`src/rtl/motor_pkg.sv`:
```
// Shared motor-control definitions: direction command codes, H-bridge FSM
// state encoding and the default dead-time length.
package motor_pkg;

    localparam logic [1:0] DIR_COAST = 2'b00;
    localparam logic [1:0] DIR_FWD   = 2'b01;
    localparam logic [1:0] DIR_REV   = 2'b10;
    localparam logic [1:0] DIR_BRAKE = 2'b11;

    typedef enum logic [2:0] {
        ST_COAST = 3'd0,
        ST_FWD   = 3'd1,
        ST_REV   = 3'd2,
        ST_BRAKE = 3'd3,
        ST_DEAD  = 3'd4,
        ST_FAULT = 3'd5
    } drv_state_e;

    // 50 cycles = 1 us at 50 MHz
    localparam int DEAD_CYCLES_DEF = 50;

    function automatic drv_state_e dir_to_state(input logic [1:0] dir);
        case (dir)
            DIR_FWD:   return ST_FWD;
            DIR_REV:   return ST_REV;
            DIR_BRAKE: return ST_BRAKE;
            default:   return ST_COAST;
        endcase
    endfunction

endpackage

```
`src/rtl/hbridge_dir_ctrl_if.sv`:
```
// Direction-command handshake between the motor controller and one H-bridge channel.
interface hbridge_dir_ctrl_if;
    logic       cmd_valid;
    logic [1:0] cmd_dir;
    logic       cmd_ready;

    modport master (output cmd_valid, output cmd_dir, input  cmd_ready);
    modport slave  (input  cmd_valid, input  cmd_dir, output cmd_ready);
endinterface

```
`src/rtl/sync_2ff.sv`:
```
// Generic two-flop synchroniser with synchronous active-high reset; also used
// for the wheel encoder inputs.
module sync_2ff #(
    parameter int WIDTH = 1
) (
    input  logic             clk,
    input  logic             rst,
    input  logic [WIDTH-1:0] d,
    output logic [WIDTH-1:0] q
);
    logic [WIDTH-1:0] meta_q, sync_q;

    always_ff @(posedge clk) begin
        if (rst) begin
            meta_q <= '0;
            sync_q <= '0;
        end else begin
            meta_q <= d;
            sync_q <= meta_q;
        end
    end

    assign q = sync_q;
endmodule

```
`src/rtl/hbridge_dir_ctrl.sv`:
```
// One H-bridge channel: direction FSM with dead-time on reversals and a
// synchronised PWM path. Optional PWM-loss watchdog: HBRIDGE_PWM_WDOG_EN.
module hbridge_dir_ctrl
    import motor_pkg::*;
#(
    parameter int DEAD_CYCLES = DEAD_CYCLES_DEF,
    parameter int WD_CYCLES   = 100_000_000
) (
    input  logic              clk_50MHz,
    input  logic              reset,
    input  logic              pwm_in,
    hbridge_dir_ctrl_if.slave cmd,
    output logic              in1,
    output logic              in2,
    output logic [2:0]        drv_state,
    output logic              fault
);
    localparam int CNT_W = $clog2(DEAD_CYCLES + 1);

    drv_state_e       state_q, state_d, tgt_q, tgt_d, req;
    logic [CNT_W-1:0] cnt_q, cnt_d;
    logic             in1_q, in1_d, in2_q, in2_d, rdy_q, rdy_d;
    logic             pwm_s, acc;

    sync_2ff #(.WIDTH(1)) u_pwm_sync (
        .clk (clk_50MHz),
        .rst (reset),
        .d   (pwm_in),
        .q   (pwm_s)
    );

`ifdef HBRIDGE_PWM_WDOG_EN
    localparam int WD_W = $clog2(WD_CYCLES + 1);
    logic [WD_W-1:0] wd_q, wd_d;
    logic            pwm_prev_q, pwm_rise, fault_q;
    assign pwm_rise = pwm_s & ~pwm_prev_q;
`endif

    always_comb begin
        state_d = state_q;
        tgt_d   = tgt_q;
        cnt_d   = cnt_q;
        req     = dir_to_state(cmd.cmd_dir);
        acc     = cmd.cmd_valid & rdy_q;
        case (state_q)
            ST_COAST, ST_FWD, ST_REV, ST_BRAKE: begin
                if (acc && req != state_q) begin
                    // Leaving or entering coast never shoots through; everything else waits out dead-time
                    if (state_q == ST_COAST || req == ST_COAST) begin
                        state_d = req;
                    end else begin
                        state_d = ST_DEAD;
                        tgt_d   = req;
                        cnt_d   = '0;
                    end
                end
            end
            ST_DEAD: begin
                if (cnt_q == CNT_W'(DEAD_CYCLES - 1)) state_d = tgt_q;
                else                                  cnt_d   = cnt_q + CNT_W'(1);
            end
            ST_FAULT: begin
                if (acc && req == ST_COAST) state_d = ST_COAST;
            end
            default: state_d = ST_COAST;
        endcase
`ifdef HBRIDGE_PWM_WDOG_EN
        wd_d = '0;
        if (state_q == ST_FWD || state_q == ST_REV) begin
            wd_d = pwm_rise ? '0 : wd_q + WD_W'(1);
            if (!pwm_rise && wd_d == WD_W'(WD_CYCLES)) state_d = ST_FAULT;
        end
`endif
        in1_d = (state_d == ST_FWD && pwm_s) || state_d == ST_BRAKE;
        in2_d = (state_d == ST_REV && pwm_s) || state_d == ST_BRAKE;
        rdy_d = state_d != ST_DEAD;
    end

    always_ff @(posedge clk_50MHz) begin
        if (reset) begin
            state_q <= ST_COAST;
            tgt_q   <= ST_COAST;
            cnt_q   <= '0;
            in1_q   <= 1'b0;
            in2_q   <= 1'b0;
            rdy_q   <= 1'b0;
        end else begin
            state_q <= state_d;
            tgt_q   <= tgt_d;
            cnt_q   <= cnt_d;
            in1_q   <= in1_d;
            in2_q   <= in2_d;
            rdy_q   <= rdy_d;
        end
    end

`ifdef HBRIDGE_PWM_WDOG_EN
    always_ff @(posedge clk_50MHz) begin
        if (reset) begin
            wd_q       <= '0;
            pwm_prev_q <= 1'b0;
            fault_q    <= 1'b0;
        end else begin
            wd_q       <= wd_d;
            pwm_prev_q <= pwm_s;
            fault_q    <= state_d == ST_FAULT;
        end
    end
    assign fault = fault_q;
`else
    wire wd_cfg_unused = (WD_CYCLES > 0);
    assign fault = 1'b0;
`endif

    assign cmd.cmd_ready = rdy_q;
    assign in1           = in1_q;
    assign in2           = in2_q;
    assign drv_state     = state_q;
endmodule
```
`src/flat_wrapper.sv`:
```
// flat-port wrapper written by rule: the top's interface ports become plain ports
module hbridge_dir_ctrl_flat import motor_pkg::*;
#(
    parameter int DEAD_CYCLES = DEAD_CYCLES_DEF,
    parameter int WD_CYCLES   = 100_000_000
)
  (clk_50MHz, reset, pwm_in, in1, in2, drv_state, fault, cmd_cmd_valid, cmd_cmd_dir, cmd_cmd_ready);
  hbridge_dir_ctrl_if cmd_i ();
  input  logic clk_50MHz;
  input  logic reset;
  input  logic pwm_in;
  output logic in1;
  output logic in2;
  output logic [2:0] drv_state;
  output logic fault;
  input wire logic [$bits(cmd_i.cmd_valid)-1:0] cmd_cmd_valid;
  input wire logic [$bits(cmd_i.cmd_dir)-1:0] cmd_cmd_dir;
  output wire logic [$bits(cmd_i.cmd_ready)-1:0] cmd_cmd_ready;
  assign cmd_i.cmd_valid = cmd_cmd_valid;
  assign cmd_i.cmd_dir = cmd_cmd_dir;
  assign cmd_cmd_ready = cmd_i.cmd_ready;
  hbridge_dir_ctrl #(.DEAD_CYCLES(DEAD_CYCLES), .WD_CYCLES(WD_CYCLES)) u_core (.clk_50MHz(clk_50MHz), .reset(reset), .pwm_in(pwm_in), .cmd(cmd_i), .in1(in1), .in2(in2), .drv_state(drv_state), .fault(fault));
endmodule
```
`config.mk`:
```
export PLATFORM = sky130hd
export DESIGN_NAME = hbridge_dir_ctrl_flat
export DESIGN_NICKNAME = d
export VERILOG_FILES = /design/src/rtl/motor_pkg.sv /design/src/rtl/hbridge_dir_ctrl_if.sv /design/src/rtl/sync_2ff.sv /design/src/rtl/hbridge_dir_ctrl.sv /design/src/flat_wrapper.sv
export SDC_FILE = /design/constraint.sdc
export NUM_CORES = 1
export LEC_CHECK = 0
export CAP_MARGIN = 20
export CORE_MARGIN = 1
export CORE_UTILIZATION = 44
export DETAILED_ROUTE_END_ITERATION = 16
export GPL_ROUTABILITY_DRIVEN = 1
export HOLD_SLACK_MARGIN = 0.1
export PLACE_DENSITY = 0.68
export SYNTH_ARGS = -nofsm -noshare
export SYNTH_HDL_FRONTEND = slang
export SYNTH_HIERARCHICAL = 1
export SYNTH_SLANG_ARGS = --single-unit
```
`constraint.sdc`:
```
create_clock -name clk_50MHz -period 2.29 [get_ports clk_50MHz]
set_input_delay 0.458 -clock clk_50MHz [delete_from_list [all_inputs] [get_ports clk_50MHz]]
set_output_delay 0.458 -clock clk_50MHz [all_outputs]
set_load 0.005 [all_outputs]
```
# --- Word-level counts from Yosys, hierarchy flattened ---
# Cells that the tools add are included.
totals:
  register_bits: 17
  out_inout_bits: 7
  in_bits: 6
  word_cells: 51
classes:
  bitwise: 2
  n_eq_ne: 17
  n_addsub: 1
  n_reduce_logical: 13
  muxes: 10
ops:
  columns: ["cell", "n"]
  rows:
  - ["2-to-1 mux 6 bit", 3]
  - ["== test 3 x 2 -> 1 bit (second input constant)", 4]
  - ["2-to-1 mux 3 bit", 4]
  - ["one-hot mux 6 bit (2 select lines)", 1]
  - ["one-hot mux 3 bit (3 select lines)", 1]
  - ["adder 6 x 1 -> 6 bit (second input constant)", 1]
  - ["== test 3 x 1 -> 1 bit (second input constant)", 2]
  - ["== test 3 bit (second input constant)", 2]
  - ["== test 6 bit (second input constant)", 1]
  - ["zero test 3 bit", 2]
  - ["one-hot mux 2 bit (3 select lines)", 1]
  - ["== test 2 bit (second input constant)", 2]
  - ["logical AND 1 bit", 4]
  - ["inequality test 2 bit (second input constant)", 2]
  - ["AND reduction 4 bit", 1]
  - ["OR reduction 4 bit", 1]
  - ["logical OR 1 bit", 3]
  - ["inequality test 2 x 3 -> 1 bit", 1]
  - ["inequality test 3 bit (second input constant)", 1]
  - ["AND reduction 3 bit", 1]
  - ["== test 2 x 1 -> 1 bit (second input constant)", 1]
  - ["inequality test 2 x 1 -> 1 bit (second input constant)", 1]
  - ["nonzero test 2 bit", 1]
  - ["bitwise AND 1 bit", 1]
  - ["NOT 1 bit", 1]

# --- Depth between registers and ports, before layout ---
logic_depth:
  word_depth: 10
  ltp_mapped: 8
  mapped_depth_nobuf: 7

# --- By module ---
# Netlist, hierarchy kept.
modules_own_cells:
  columns: ["module", "area_per_inst_um2", "instances", "seq_area_each_um2", "cells_per_inst"]
  rows:
  - ["hbridge_dir_ctrl", 755.7, 1, 280.3, 87]
  - ["sync_2ff", 52.6, 1, 40.0, 4]

# --- Worst setup path before layout ---
# No wires, ideal clock.
synth_timing:
  path_type: "register to register"
  from: "register u_core.cnt_q[1]"
  to: "register u_core.cnt_q[1]"
  path_buffers: 1
  period_less_slack_ns: 1.549
  arrival_time_ns: 1.480
  required_time_ns: 2.220
  stages_incl_launch_ff: 9
  setup_slack_ns: 0.741
  cell_sequence: "dfxtp_1 inv_1 ha_1 nor4bb_1 nand2_1 a22oi_2 buf_6 or3b_1 a21oi_1"
synth_between:
  elab_chain_cells: 3
  word_cells_on_any_way: 6
synth_lines:
  columns: ["element", "line_no", "text"]
  rows:
  - ["from (decl)", "hbridge_dir_ctrl.sv:21", "logic [CNT_W-1:0] cnt_q, cnt_d;"]
  - ["from (signal assigned)", "hbridge_dir_ctrl.sv:90", "cnt_q <= cnt_d;"]
  - ["adder 6 x 1 -> 6 bit or == test 6 bit (tied branches)", "hbridge_dir_ctrl.sv:60, hbridge_dir_ctrl.sv:59", null]
  - ["2-to-1 mux 6 bit or inequality test 2 bit (tied branches)", null, null]
  - ["one-hot mux 6 bit (2 select lines) or AND reduction 4 bit (tied branches)", null, null]
# Parallel ways exist; a longest one is shown, timed or not. The select of a mux whose other input is x is not followed.
# A chain may end at the register's enable or synchronous reset.

# --- Worst setup path in the final report ---
layout_timing:
  from: "register u_core.cnt_q[0]"
  to: "register u_core.cnt_q[3]"
# Same word-level chain as after synthesis.

==> results.toml <==
[layout]
antenna-diode-count = 0
seq_area_um2 = 320
fin_cells = 130
final_nets = 115
fill_cells = 174
areaGrowthSynthToFinish_pct = 20.4
multiInputGateArea_um2 = 444
drive_gt1_frac = 0.114
fin_util = 0.564

[placed_design]
numPlacedInstances = 127
hpwlAfterDp_um = 1100
place.gp.congestion = 0.767
port_buffers = 11

[synthesis]
netlist_area_um2 = 808
yosysUniqueCellTypes = 34
synth_area_leaders = "dfxtp_1 (40%), a21boi_1 (4.6%), a21oi_1 (4.3%)"
synth_top_area_frac = 0.396
synth_area_per_cell_um2 = 8.88
synth-main-ff-cell = "dfxtp_1"
synthCells = 91
synthSimpleGateAreaFrac = 0.266
ys_seq_elements = 16
synth_top_family_by_area = "simple AND/OR/NAND/NOR gates"
synth-compound-area-share = 0.192
synthesis.nets = 99
ys_warn_count = 6
seq_area_frac_synth = 0.396
synth_edf_count = 0
synth_fa_ha_area_frac = 0.0310
ys_async_sr_fraction = 0
synth_xor_area_frac = 0.0557
post-synth-top-area-cell = "dfxtp_1"
synth_mux_area_frac = 0

[worst_setup_path]
worstPathArrival_ns = 2.01
cp_top_family = "compound AO/OA/AOI/OAI gates"
cpMaxStageDelayCell = "dfxtp_1"
crit_required_ns = 2.50
critPathMaxFanout = 11
worstPathCellList = "ha_1 > nor4bb_1 > nand2_1 > a22oi_2 > o21ai_0 > a21boi_1"
crit_buf_inv = 0
slowest_delay_ns = 0.41
end_kind = "flop"
crit_type = "reg -> reg"
startpoint_type = "flop"

[route]
drt_pass1_iterations = 4
antenna_left = 0
first_iter_violations = 18
drt_wl_total_um = 1430
avgRoutedWirePerCell_um = 11.0
drc = 0
dr_total_vias = 661
vias_per_cell = 5.08

[clock_tree]
cts_tree = "yes"
clock_sinks = 16
h-tree-depth = 1
post-cts-setup-buffers = 0
cts.repair.resized = 0
cts_buffer_depth = 2
hold_buffers = 0
clkLatencyLatePin_ns = 0.27
cts_buffers = 3
clkTransAtPathRegs_ns = 0.09
cts-root-buf = "clkbuf_4"

[sta]
post-route-period-util = 0.789
fin_tns_setup_ns = 0
finClkSkew_ns = 0.00482
hold_violations = 0
finalCriticalPeriod_ns = 1.81
finalSetupViolCount = 0
max_freq_mhz = 553
slew_viol_final = 0
rsz0062_at_grt = "no"

[flow_run]
drv_cap = 0

[pwr]
internal-power_mw = 0.381
swShare = 0.231
switchingPower_mw = 0.115
clkPwrFrac = 0.278
irDropWorstVdd_mv = 0.234
pwr-share-comb = 0.132
powerDensity_nw_per_um2 = 509
p_seq_frac = 0.590
leakage_nw = 0.317

[grt]
grt_max_degree = 12
grt_overflow = 0
grt_usage = 0.151
grt_pass1_wl_um = 2280
grt_antenna_before_repair = 0
grt_pass1_vias = 542

[floorplan]
die_y_um = 44.9
num_rows = 15
io_pins = 13
die_area_um2 = 2010
core_um2 = 1730
initial_core_util = 0.468
die_x_um = 44.9

[outcome]
outcome = "complete, no violations"

[hold_path]
holdCritPathClass = "reg -> reg"
-- path summary, 6_finish.rpt --
path / from / to / slack, ns / depth (start not counted)
hold reg to reg: u_core/u_pwm_sync/meta_q / u_core/u_pwm_sync/q / 0.44 / 1
setup / recovery: u_core/cnt_q[0] / u_core/cnt_q[3] / 0.48 / 6
hold / removal: u_core/u_pwm_sync/meta_q / u_core/u_pwm_sync/q / 0.44 / 1
setup reg to reg: u_core/cnt_q[0] / u_core/cnt_q[3] / 0.48 / 6
-- layer usage --
layer  track usage  part of all wire
met1         0.224              0.52
met2         0.229              0.44
met3        0.0240             0.039
met4        0.0364                 0
met5             0                 0
-- final cells by class --
cell class,count,area share
repair buffers,15,0.144
flip-flops and latches,16,0.329
multi-input cells,67,0.456
inverters,4,0.0154
well taps,25,0.0321
clock buffers,3,0.0231
-- cell usage after synthesis (2+ instances only) --
cell type,number
a21boi_1,5
a21oi_1,7
buf_2,2
dfxtp_1,16
ha_1,2
inv_1,4
nand2_1,9
nand2_2,2
nand3_1,6
nor2_1,3
nor2b_1,5
o21ai_0,3
o21ai_1,2
or3_1,4
xnor2_1,2
-- placed cells by master (no fill, tap or decap), types with 2 or more instances in the layout --
master and count:
a21boi_1 5, a21oi_1 7, buf_4 4, clkbuf_4 3
clkdlybuf4s50_1 11, dfxtp_1 16, ha_1 2, inv_1 4
nand2_1 9, nand2_2 2, nand3_1 6, nor2_1 3
nor2b_1 5, o21ai_0 3, o21ai_1 2, or3_1 4
xnor2_1 2
-- power by group through the flow --
stage / registers [mW] / clock network (mW) / logic, mW
6_report: 0.293 / 0.138 / 0.0652
5_1_grt: 0.294 / 0.155 / 0.0714
4_1_cts: 0.293 / 0.142 / 0.0655
3_5_place_dp: 0.300 / 0 / 0.0651
3_3_place_gp: 0.299 / 0 / 0.0649
2_1_floorplan: 0.297 / 0 / 0.0371
-- stage by stage --
| stage | hold slack, ns | instance area, um^2 | setup WS, ns | total power [mW] |
|---|---|---|---|---|
| after floorplan | 0.414 | 808 | 0.741 | 0.334 |
| after global placement | 0.419 | 951 | 0.243 | 0.364 |
| after detailed placement | 0.435 | 951 | 0.205 | 0.365 |
| after global routing | 0.465 | 973 | 0.318 | 0.521 |
| final | 0.445 | 973 | 0.483 | 0.496 |
| after CTS | 0.451 | 973 | 0.482 | 0.501 |
-- state kept, by name, summed over array words and instances (netlist names) --
signal and cells:
u_core/cmd.cmd_ready 1, u_core/in1 1, u_core/in2 1, u_core/u_pwm_sync/q 1, u_core/u_pwm_sync/meta_q 1, u_core/drv_state 3, u_core/tgt_q 2, u_core/cnt_q 6
-- cell families (layout without fill, tap and decap cells) --
logic type | count (synthesis) | after routing
flops | 16 | 16
other cells | 1 | 1
compound gates | 24 | 24
fa+ha+maj | 2 | 2
buf+inv | 8 | 22
simple gates | 37 | 37
xor+xnor | 3 | 3
Note: power is estimated with default switching activity, not from simulation.
==> RTL change, RTL diff (same settings) <==
The package constant `DEAD_CYCLES_DEF` goes from 50 to 25.
--- a/src/rtl/motor_pkg.sv
+++ b/src/rtl/motor_pkg.sv
@@ -19,3 +19,3 @@
     // 50 cycles = 1 us at 50 MHz
-    localparam int DEAD_CYCLES_DEF = 50;
+    localparam int DEAD_CYCLES_DEF = 25;
 
Function: no difference found for any inputs over 10 cycles, from zero or initial values and one cycle with reset high; that may be too few to reach the edited logic, so the function may still have changed.
==> RTL change against the unedited design <==
- total power rose by 2.5%
- routed wire length up 15%
- maximum frequency down 3.9%
- count of clock-buffer cells in the layout up 1
- setup slack got worse by 74 ps
- clock skew is 2.0 ps lower
- sequential cell count is 1 lower
- cell area is 4.4% lower
- clock power grew 12%
- area after synthesis shrank 2.6%
==> RTL change: results <==
set metrics [dict create \
    status "completed" \
    grt_max_degree 15 \
    finalNetCount 106 \
    switching_share 0.2606 \
    wl_per_cell_um 13.59 \
    syn_nets 93 \
    wl_met3_um 80 \
    p_leak_nw 0.3243 \
    crit_type "in2reg" \
    slowest_stage "clkdlybuf4s50_1" \
    reg2reg_depth 4 \
    synth.distinct_cells 36 \
    syn_inst 85 \
    seqPwrFrac 0.554 \
    place_ws_ps 180.5 \
    dp.cells 117 \
    vias_per_cell 5.793 \
    drive_above_1_share 0.1134 \
    r2r_slack_ps 640 \
    first_pass_iters 5 \
    grt_pass1_wl_um 2739 \
    synth_area_leaders "dfxtp_1, xor2_1, a21oi_1, ha_1, nand3_1" \
    grt_pass1_vias 610 \
    p_clk_frac 0.302 \
    yosys-top-cells-count "dfxtp_1, a21oi_1, nand2_1" \
    fin_hold_ws_ps 449.1 \
    met2_length_um 686 \
    cp_top_family "buffers and inverters" \
    grt_usage 0.1944 \
    drt-initial-drc-count 33 \
    placed_cell_area_um2 904.6 \
    clk_latency_ps 290 \
    p_int_uw 375.6 \
    rr_startpoint "u_core/drv_state[1]" \
    crit_fanout 8 \
    vias 701 \
    fmax_mhz 531.8 \
]
[RTL change: cell count changes in the layout (fill, tap and decap cells not counted), moves of 2 or more]
cell,change
nor3_1,+4
or3_1,-4
nand2_2,-2
nand2_1,-3
xor2_1,+4
buf_4,-4
and4b_1,+2
and2b_2,+2
nand4_1,+2
nor2b_1,-2
inv_1,-2
a21boi_1,-4
o21ai_1,-2
[RTL change: cell type report]
class / count / area (um^2)
multi-input cells: 65 / 456.7
well taps: 24 / 30.03
clock buffers: 4 / 26.28
repair buffers: 11 / 110.1
inverters: 2 / 7.507
flip-flops and latches: 15 / 300.3
fillers: 138 / 663.1
[RTL change: routing by layer]
layer / vias to the layer above / GRT usage
met4: 0 / 0.1455
met2: 27 / 0.2618
li1: 333 / -
met1: 334 / 0.2774
met3: 7 / 0.02857
met5: - / 0
[RTL change: cell families after synthesis]
kind of cell / synth area share
compound gates: 0.1558
xor+xnor: 0.06677
fa+ha+maj: 0.03179
buf+inv: 0.03816
flops: 0.3816
other cells: 0.004765
simple gates: 0.3212
